**src/rtl/dht11_pkg.sv**
```systemverilog
`timescale 1ns/1ps
// Shared DHT11 definitions: FSM states, phase lengths in microseconds and frame helpers.
// Used by both the sensor-side responder and the host-side reader.
package dht11_pkg;

  typedef enum logic [2:0] {
    ST_IDLE,
    ST_HOST_LOW,
    ST_RESP_DELAY,
    ST_RESP_LOW,
    ST_RESP_HIGH,
    ST_BIT_LOW,
    ST_BIT_HIGH,
    ST_END_LOW
  } dht11_state_t;

  localparam int RESP_DELAY_US = 30;
  localparam int RESP_LOW_US   = 80;
  localparam int RESP_HIGH_US  = 80;
  localparam int BIT_LOW_US    = 50;
  localparam int BIT0_HIGH_US  = 26;
  localparam int BIT1_HIGH_US  = 70;
  localparam int END_LOW_US    = 50;
  localparam int FRAME_BITS    = 40;

  function automatic int bit_high_us(input logic i_Bit);
    return i_Bit ? BIT1_HIGH_US : BIT0_HIGH_US;
  endfunction

  // Sum is formed wide so the carry is explicit, then truncated to the byte on the wire.
  function automatic logic [7:0] frame_checksum(input logic [7:0] i_A, input logic [7:0] i_B,
                                                input logic [7:0] i_C, input logic [7:0] i_D);
    logic [9:0] w_Sum;
    w_Sum = 10'(i_A) + 10'(i_B) + 10'(i_C) + 10'(i_D);
    return w_Sum[7:0];
  endfunction

endpackage

```
**src/rtl/dht11_us_tick.sv**
```systemverilog
`timescale 1ns/1ps
// One-microsecond tick prescaler; i_Clr restarts the count so each phase starts
// on a fresh microsecond boundary.
module dht11_us_tick #(
  parameter int CLK_HZ = 50_000_000
) (
  input  logic i_Clk,
  input  logic i_Rst_n,
  input  logic i_Clr,
  output logic o_Tick
);

  localparam int DIV = CLK_HZ / 1_000_000;
  localparam int CW  = (DIV > 1) ? $clog2(DIV) : 1;
  localparam logic [CW-1:0] LAST = CW'(DIV - 1);

  logic [CW-1:0] r_Cnt;
  logic          w_Wrap;

  assign w_Wrap = (r_Cnt == LAST);
  assign o_Tick = w_Wrap && !i_Clr;

  always_ff @(posedge i_Clk or negedge i_Rst_n) begin
    if (!i_Rst_n) begin
      r_Cnt <= '0;
    end else if (i_Clr || w_Wrap) begin
      r_Cnt <= '0;
    end else begin
      r_Cnt <= r_Cnt + 1'b1;
    end
  end

endmodule

```
**src/rtl/dht11_responder.sv**
```systemverilog
`timescale 1ns/1ps
// Sensor-side DHT11 emulator: detects the host start pulse on the open-drain line and
// answers with the response preamble plus 40 data bits through an external pad buffer.
module dht11_responder
  import dht11_pkg::*;
#(
  parameter int CLK_HZ       = 50_000_000,
  parameter int START_MIN_US = 18000
) (
  input  logic       i_Clk,
  input  logic       i_Rst_n,
  input  logic       i_Line,
  input  logic       i_Enable,
  input  logic [7:0] i_Hum_Int,
  input  logic [7:0] i_Hum_Dec,
  input  logic [7:0] i_Tmp_Int,
  input  logic [7:0] i_Tmp_Dec,
  output logic       o_Dir,
  output logic       o_Send,
  output logic       o_Busy,
  output logic       o_Done,
  output logic       o_Abort,
  output logic [7:0] o_Checksum
);

  localparam int US_BITS = $clog2(START_MIN_US + 1) + 1;
  localparam int US_W    = (US_BITS > 8) ? US_BITS : 8;
  localparam logic [US_W-1:0] START_MIN   = US_W'(START_MIN_US);
  // Our own low drive is still visible through the synchronizer for a few cycles
  // after release, so host interference is only judged once this much time has passed.
  localparam logic [US_W-1:0] ABORT_BLANK = US_W'(2);

  logic                  r_Meta;
  logic                  r_Sync;
  dht11_state_t          r_State;
  logic [US_W-1:0]       r_Us;
  logic                  r_Clr;
  logic                  r_Armed;
  logic [FRAME_BITS-1:0] r_Shift;
  logic [5:0]            r_Bits;
  logic                  r_Dir;
  logic                  r_Busy;
  logic                  r_Done;
  logic                  r_Abort;
  logic [7:0]            r_Checksum;

  logic                  w_Tick;
  logic [US_W-1:0]       w_Lim;
  logic                  w_End;
  logic                  w_Interfere;
  logic [7:0]            w_Sum;

  dht11_us_tick #(.CLK_HZ(CLK_HZ)) u_tick (
    .i_Clk   (i_Clk),
    .i_Rst_n (i_Rst_n),
    .i_Clr   (r_Clr),
    .o_Tick  (w_Tick)
  );

  always_ff @(posedge i_Clk or negedge i_Rst_n) begin
    if (!i_Rst_n) begin
      r_Meta <= 1'b1;
      r_Sync <= 1'b1;
    end else begin
      r_Meta <= i_Line;
      r_Sync <= r_Meta;
    end
  end

  assign w_Sum = frame_checksum(i_Hum_Int, i_Hum_Dec, i_Tmp_Int, i_Tmp_Dec);

  always_comb begin
    w_Lim = '0;
    case (r_State)
      ST_RESP_DELAY: w_Lim = US_W'(RESP_DELAY_US - 1);
      ST_RESP_LOW:   w_Lim = US_W'(RESP_LOW_US - 1);
      ST_RESP_HIGH:  w_Lim = US_W'(RESP_HIGH_US - 1);
      ST_BIT_LOW:    w_Lim = US_W'(BIT_LOW_US - 1);
      ST_BIT_HIGH:   w_Lim = US_W'(bit_high_us(r_Shift[FRAME_BITS-1]) - 1);
      ST_END_LOW:    w_Lim = US_W'(END_LOW_US - 1);
      default:       w_Lim = '0;
    endcase
  end

  assign w_End       = w_Tick && (r_Us == w_Lim);
  assign w_Interfere = !r_Sync && (r_Us >= ABORT_BLANK);

  always_ff @(posedge i_Clk or negedge i_Rst_n) begin
    if (!i_Rst_n) begin
      r_State    <= ST_IDLE;
      r_Us       <= '0;
      r_Clr      <= 1'b0;
      r_Armed    <= 1'b0;
      r_Shift    <= '0;
      r_Bits     <= '0;
      r_Dir      <= 1'b0;
      r_Busy     <= 1'b0;
      r_Done     <= 1'b0;
      r_Abort    <= 1'b0;
      r_Checksum <= '0;
    end else begin
      r_Clr   <= 1'b0;
      r_Done  <= 1'b0;
      r_Abort <= 1'b0;
      if (w_Tick && (r_Us != '1)) begin
        r_Us <= r_Us + 1'b1;
      end

      case (r_State)
        // A start is only accepted after the line has been seen released in IDLE.
        ST_IDLE: begin
          if (r_Sync) begin
            r_Armed <= 1'b1;
          end else if (r_Armed && i_Enable) begin
            r_State <= ST_HOST_LOW;
            r_Us    <= '0;
            r_Clr   <= 1'b1;
          end
        end

        ST_HOST_LOW: begin
          if (r_Sync) begin
            r_Us  <= '0;
            r_Clr <= 1'b1;
            if (r_Us >= START_MIN) begin
              r_State    <= ST_RESP_DELAY;
              r_Busy     <= 1'b1;
              r_Shift    <= {i_Hum_Int, i_Hum_Dec, i_Tmp_Int, i_Tmp_Dec, w_Sum};
              r_Checksum <= w_Sum;
              r_Bits     <= 6'(FRAME_BITS);
            end else begin
              r_State <= ST_IDLE;
              r_Armed <= 1'b0;
            end
          end
        end

        ST_RESP_DELAY: begin
          if (w_End) begin
            r_State <= ST_RESP_LOW;
            r_Dir   <= 1'b1;
            r_Us    <= '0;
            r_Clr   <= 1'b1;
          end
        end

        ST_RESP_LOW: begin
          if (w_End) begin
            r_State <= ST_RESP_HIGH;
            r_Dir   <= 1'b0;
            r_Us    <= '0;
            r_Clr   <= 1'b1;
          end
        end

        ST_RESP_HIGH: begin
          if (w_Interfere) begin
            r_State <= ST_IDLE;
            r_Busy  <= 1'b0;
            r_Abort <= 1'b1;
            r_Armed <= 1'b0;
            r_Us    <= '0;
            r_Clr   <= 1'b1;
          end else if (w_End) begin
            r_State <= ST_BIT_LOW;
            r_Dir   <= 1'b1;
            r_Us    <= '0;
            r_Clr   <= 1'b1;
          end
        end

        ST_BIT_LOW: begin
          if (w_End) begin
            r_State <= ST_BIT_HIGH;
            r_Dir   <= 1'b0;
            r_Us    <= '0;
            r_Clr   <= 1'b1;
          end
        end

        // High width encodes the MSB of the shift register; the shift happens as it ends.
        ST_BIT_HIGH: begin
          if (w_Interfere) begin
            r_State <= ST_IDLE;
            r_Busy  <= 1'b0;
            r_Abort <= 1'b1;
            r_Armed <= 1'b0;
            r_Us    <= '0;
            r_Clr   <= 1'b1;
          end else if (w_End) begin
            r_Shift <= {r_Shift[FRAME_BITS-2:0], 1'b0};
            r_Bits  <= r_Bits - 1'b1;
            r_Dir   <= 1'b1;
            r_Us    <= '0;
            r_Clr   <= 1'b1;
            r_State <= (r_Bits == 6'd1) ? ST_END_LOW : ST_BIT_LOW;
          end
        end

        ST_END_LOW: begin
          if (w_End) begin
            r_State <= ST_IDLE;
            r_Dir   <= 1'b0;
            r_Busy  <= 1'b0;
            r_Done  <= 1'b1;
            r_Armed <= 1'b0;
            r_Us    <= '0;
            r_Clr   <= 1'b1;
          end
        end

        default: begin
          r_State <= ST_IDLE;
          r_Dir   <= 1'b0;
          r_Busy  <= 1'b0;
          r_Armed <= 1'b0;
        end
      endcase
    end
  end

  assign o_Dir      = r_Dir;
  assign o_Send     = 1'b0;
  assign o_Busy     = r_Busy;
  assign o_Done     = r_Done;
  assign o_Abort    = r_Abort;
  assign o_Checksum = r_Checksum;

endmodule
```
**config.mk**
```make
export PLATFORM = sky130hd
export DESIGN_NAME = dht11_responder
export DESIGN_NICKNAME = d
export VERILOG_FILES = /design/src/rtl/dht11_pkg.sv /design/src/rtl/dht11_us_tick.sv /design/src/rtl/dht11_responder.sv
export SDC_FILE = /design/constraint.sdc
export NUM_CORES = 1
export LEC_CHECK = 0
export ABC_AREA = 1
export ABC_CLOCK_PERIOD_IN_PS = 2000
export CORE_MARGIN = 4
export CORE_UTILIZATION = 40
export DETAILED_ROUTE_END_ITERATION = 10
export SKIP_LAST_GASP = 1
export SYNTH_ARGS = -nofsm -noshare
export SYNTH_HDL_FRONTEND = slang
export SYNTH_SLANG_ARGS = --single-unit
```
**constraint.sdc**
```tcl
create_clock -name i_Clk -period 2 [get_ports i_Clk]
set_clock_uncertainty 0.05 [all_clocks]
set_input_delay 0.4 -clock i_Clk [delete_from_list [all_inputs] [get_ports i_Clk]]
set_output_delay 0.4 -clock i_Clk [all_outputs]
set_load 0.02 [all_outputs]
```
==> out/results.txt, run 1 <==
status -> complete, but fails checks
violated checks -> negative setup slack
largest net degree at the start of global routing -> 43
post-synth top area share -> 0.379
later-pin clock latency in the skew report -> 0.35 ns
ranking of synthesized cells by area -> dfrtp_1 38%, nand2_1 22%, nand3_1 7.2%, fa_1 5.0%, inv_1 4.0%
Cell Rows -> 43
leading cell type in the layout, fill and taps excluded -> nand2_1
Crit-path slowest cell -> fa_1
Non-Filler Instances -> 1,136
GPL Wtd Cong -> 0.883
Initial Util -> 0.406
ys flop type -> dfrtp_1
vias in the first global route -> 5,679
ant diodes -> 0
Yosys cell types -> 38
placed inst area -> 7000 um^2
Pre-antenna DRT Iters -> 6
met2 Track Usage GR -> 0.373
Hold Fails Final Rpt -> 0
syn_area_per_cell -> 7.19 um^2
Setup WS post-layout -> -0.512 ns
Synth Net Count -> 843
critical path's top delay family -> adder cells
synthesized cell area -> 5610 um^2
Sink Count -> 87
CP Data Required Time -> 2.24 ns
Clk Tree Root Cell -> clkbuf_16
crit-path max FO -> 3
clock-pin slew on the worst setup and hold paths -> 0.07 ns
setup repair after global routing missed its margin -> true
sequential fraction of the synthesis area -> 0.388
critical path class -> in -> reg
layout cell share with drive strength beyond 1 -> 0.339
Post-DP HPWL -> 11,900 um
final net count -> 1,014
Setup TNS Final -> -13.02 ns
initial antenna violation count -> 0
crit path launch type -> input port
flops & latches, synth -> 87
H-Tree Depth -> 3
area of the die -> 16,000 um^2
DRC Markers -> 0
routing usage on met3 -> 0.0463
Max Root-Sink Buffers -> 2
WP data arrival -> 2.76 ns
post-DR vias/cell -> 5.04
TritonCTS clock tree -> done
TritonCTS Buffers -> 9
Worst Hold Class -> reg -> reg
commonest non-fill, non-tap cells in the layout -> 272 x nand2_1, 96 x buf_4, 82 x dfrtp_1, 63 x nand3_1, 51 x inv_1
chip height -> 126 um
setup violators final -> 73
number of buffers and inverters on the critical path -> 2
via count -> 5,725
Routed WL -> 17,600 um
GRT Residual Overflow -> 0
critical path's most frequent cell -> nand2_1
CP Capture Type -> flop
chip width -> 126 um
async set-reset flop share out of synthesis -> 1.00
slew margin rel. -> 0.598
design area -> 8370 um^2
slowest cell delay on critical path -> 0.50 ns
GRT Total Usage -> 0.215
Synth warnings -> 0
starting DRC count in detailed routing -> 354
Tmin final -> 2.51 ns
core area -> 13,800 um^2
area leader, netlist -> dfrtp_1
peak supply drop -> 0.516 mV
Post-DRT Antenna Nets -> 0
Placed Cells incl. Taps -> 1,082
most used routing layer -> met2
first-pass GRT wire length -> 27,700 um
EDFF count, synth -> 0
synthesis-to-finish area growth -> 49.1%
per-cell routed wire length -> 15.5 um
max-slew violation count -> 0
final core utilization -> 0.605
I/O Pins -> 49
Slew @ Worst Pin -> 0.597 ns
Max Clk Rate -> 398 MHz
static leakage -> 4.11 nW
crit-path cells -> buf_8 > fa_1 > fa_1 > ha_2 > inv_2 > fa_2 > o31ai_2 > xor2_1 > nand2_1 > nand2_1 > nand3_1 > nand2_1
pre-CTS WS -> -1.33 ns
met1 global-route usage -> 0.270
# fillers -> 1,231
Tcrit/Tclk final -> 1.26
max cap viols -> 0
P per Cell Area -> 572 nW/um^2
IO Port Bufs -> 47
cell count after synthesis -> 780
[metal layers]
layer	share of wire	vias up
met3	0.045	35
met4	0.022	0
li1	-	2798
met1	0.42	2727
met5	0	-
met2	0.51	165
[area by class of cell]
cell class              instances  area [um^2]  share of cell area
multi-input cells             599         3580               0.429
flip-flops and latches         87         2180               0.261
repair buffers                185         1790               0.214
inverters                      68          268              0.0320
clock buffers                  10          239              0.0286
well taps                     180          225              0.0269
clock inverters                 6         68.8             0.00823
repair inverters                1         6.26            0.000748
[per-stage QoR]
| stage | total power (W) | hold WS (ns) |
|---|---|---|
| 2_1_floorplan | 0.00225 | 0.0544 |
| 3_3_place_gp | 0.00272 | 0.297 |
| 3_5_place_dp | 0.00273 | 0.301 |
| 4_1_cts | 0.00468 | 0.310 |
| 5_1_grt | 0.00500 | 0.317 |
| 6_report | 0.00479 | 0.309 |
[cell usage after synthesis, drive strengths merged, types with 2 or more instances]
cell,n
nand2,333
dfrtp,85
nand3,85
inv,66
nor2,61
o21ai,23
xor2,19
nand4,16
buf,15
fa,14
ha,13
clkbuf,12
a21oi,8
nor3,7
xnor2,4
nand3b,3
nor4,3
clkinv,2
dfstp,2
nor3b,2
[repair_timing]
| item | in CTS | in global routing |
|---|---|---|
| hold buffers | 1 | 0 |
| cloned | 8 | 3 |
| endpoints found under the hold margin | 22 | 0 |
| gates resized for setup | 174 | 117 |
| buffers inserted | 14 | 19 |
| endpoints found under the setup margin | 76 | 78 |
| pin swaps | 65 | 75 |
[worst paths after layout]
kind	start	to	slack, ns	cells past startpoint
worst max-delay path	i_Hum_Dec[1]	r_Shift[5]	-0.51	12
worst min-delay path	r_Meta	r_Sync	0.31	0
worst max register to register	r_State[1]	r_Shift[35]	-0.20	15
worst min register to register	r_Meta	r_Sync	0.31	0
max in group asynchronous	i_Rst_n	r_Shift[27]	0.92	3
min in group asynchronous	i_Rst_n	u_tick.r_Cnt[5]	0.46	2
[power by group]
group	switching (W)	internal, W	total [W]
Combinational	0.000609	0.000654	0.00126
Sequential	0.00000169	0.00176	0.00176
Clock	0.000751	0.00101	0.00176
[cell families (layout without fill, tap and decap cells)]
logic type,Yosys count,count (layout),synth area share
buffers and inverters,95,270,0.0754
xor gates and xnor gates,23,23,0.0359
other,1,1,0.000668
adders and majority gates,27,27,0.0789
DFF,87,87,0.388
AOI/OAI and AO/OA,36,36,0.0350
and+or+nand+nor,511,512,0.386
[registers in the layout, indices dropped and copies added (netlist names), 3 cells and up]
name          count
r_State           3
o_Checksum        8
r_Bits            6
r_Shift          40
u_tick.r_Cnt      6
r_Us             16
No activity file was read; power rests on OpenSTA's default activity.
==> run 2, diff against run 1 <==
CELL_PAD_IN_SITES_DETAIL_PLACEMENT = 1   (was default)
CELL_PAD_IN_SITES_GLOBAL_PLACEMENT = 2   (was default)
CORE_UTILIZATION = 30   (was 40)
PLACE_DENSITY_LB_ADDON = 0.1   (was default)
==> run 2 against run 1 <==
The flow still finishes with violations (negative setup slack). Fmax shrank 2.8%. Worst setup slack worse by 0.073 ns. Die area is 31% higher. Clock power shrank 7%. Power down 1.3%. Highest routed layer unchanged. Wire length increased by 15%. Non-clock buffer count fell by 1. Via count decreased by 0.35%. Count of clock-buffer cells in the layout is 2 higher. Flip-flop and latch count stayed put. Critical path type unchanged.
==> out/results.txt, run 2 (synthesis results as in run 1) <==
per-cell routed wire length -> 17.0 um
synthesis-to-finish area growth -> 49.2%
Tmin final -> 2.58 ns
violated checks -> negative setup slack
DRC Markers -> 0
max FFs per register -> 40
Clock Power Share -> 0.345
Crit. path cell count -> 13
crit-path cells -> clkdlybuf4s15_2 > fa_1 > fa_1 > ha_4 > a21oi_4 > o21a_1 > nand2_2 > nand3_2 > nand2_2 > buf_4 > buf_4 > nand2_1 > nand2_1
chip height -> 145 um
Pre-antenna DRT Iters -> 4
number of buffers and inverters on the critical path -> 3
Cell Rows -> 49
max-slew violation count -> 0
GPL Wtd Cong -> 0.845
IO Port Bufs -> 47
Initial Util -> 0.308
status -> complete, but fails checks
P per Cell Area -> 565 nW/um^2
Critical Path Source -> i_Hum_Int[4]
Slew @ Worst Pin -> 0.494 ns
vias in the first global route -> 6,240
via count -> 5,705
CP Capture Type -> flop
H-Tree Depth -> 3
core area -> 18,200 um^2
Top reg by flops -> r_Shift
I/O Pins -> 49
post-DR vias/cell -> 4.83
reg-to-reg endpoint -> r_Bits[1]
slowest cell delay on critical path -> 0.55 ns
Max Clk Rate -> 387 MHz
later-pin clock latency in the skew report -> 0.35 ns
Crit-path slowest cell -> fa_1
chip width -> 145 um
slew margin rel. -> 0.667
first-pass GRT wire length -> 32,800 um
leading cell type in the layout, fill and taps excluded -> nand2_1
Setup TNS Final -> -13.05 ns
TritonCTS Buffers -> 9
peak supply drop -> 0.511 mV
pre-CTS WS -> -1.40 ns
Hold Fails Final Rpt -> 0
GRT Total Usage -> 0.199
flop2flop setup slack -> -0.19 ns
layout cell share with drive strength beyond 1 -> 0.332
hold slack -> 0.310 ns
Routed WL -> 20,100 um
Worst Hold Class -> reg -> reg
Int Pwr -> 0.00336 W
FF-to-FF Start -> r_State[2]
starting DRC count in detailed routing -> 203
Sw Pwr -> 0.00136 W
critical path's top delay family -> adder cells
critical path class -> in -> reg
CP Data Required Time -> 2.19 ns
crit-path max FO -> 3
Post-DRT Antenna Nets -> 0
final net count -> 1,011
largest net degree at the start of global routing -> 39
Setup WS post-layout -> -0.585 ns
max cap viols -> 0
Hold Crit Start -> r_Meta
static leakage -> 4.06 nW
sequential power share -> 0.373
clock-pin slew on the worst setup and hold paths -> 0.07 ns
critical path endpoint -> o_Checksum[7]
TritonCTS clock tree -> done
Clk Tree Root Cell -> clkbuf_16
final core utilization -> 0.460
Post-DP HPWL -> 13,900 um
worst reg-to-reg path cell count -> 15
WP data arrival -> 2.77 ns
crit path launch type -> input port
Tcrit/Tclk final -> 1.29
commonest non-fill, non-tap cells in the layout -> 256 x nand2_1, 107 x buf_4, 82 x dfrtp_1, 69 x nand3_1, 56 x inv_1
area of the die -> 21,000 um^2
GRT Residual Overflow -> 0
initial antenna violation count -> 0
setup violators final -> 71
Net Sw Frac -> 0.288
ant diodes -> 0
power share of the combinational group -> 0.282
Max Root-Sink Buffers -> 2
setup repair after global routing missed its margin -> true
Sink Count -> 87
run 2: changes by cell type in the layout (fill, tap and decap cells not counted), moves of 9 or more:
cell     delta
buf_4      +11
nand2_2     +9
buf_6      -16
nand2_1    -16
run 2: power by group through the flow:
stage               Clock (W)  Combinational, W  Sequential (W)
floorplan                   0          0.000455         0.00180
global placement            0          0.000950         0.00180
detailed placement          0          0.000965         0.00180
CTS                   0.00169           0.00118         0.00176
global route          0.00176           0.00145         0.00176
finish                0.00163           0.00133         0.00176
run 2: repair_timing:
item / 4_1_cts / 5_1_grt
pin swaps: 67 / 48
hold buffers: 1 / 0
resized for setup: 183 / 94
setup buffers: 16 / 9
setup endpoints to repair: 76 / 78
hold endpoints to repair: 18 / 0
gates cloned: 9 / 0
run 2: final cells by class:
cell class                 instances  area, um^2
fill                            2186        9840
multi-input combinational        598        3590
sequential                        87        2180
timing repair buffer             184        1770
tap                              229         287
inverter                          68         265
clock buffer                      12         256
clock inverter                     3        18.8
run 2: worst min path at each step:
stage / depth (start not counted) / end / slack, ns
finish: 0 / r_Sync / 0.31
global placement: 1 / r_Armed / 0.28
floorplan: 0 / o_Abort / 0.05
detailed placement: 1 / r_Armed / 0.29
CTS: 0 / r_Sync / 0.31
global route: 0 / r_Sync / 0.31
run 2: through the flow:
step                      instances  cell area (um^2)  total power [W]
after detailed placement       1139              7140          0.00276
after global routing           1181              8370          0.00497
after global placement         1139              7140          0.00275
final                          1181              8370          0.00473
after CTS                      1179              8100          0.00463
after floorplan                 780              5640          0.00225
run 2: metal layers:
metal,GRT usage,vias to the layer above,share of wire
met5,0,-,0
met4,0.0407,0,0.012
met3,0.0345,19,0.026
met2,0.366,72,0.53
met1,0.245,2821,0.43
li1,-,2793,-
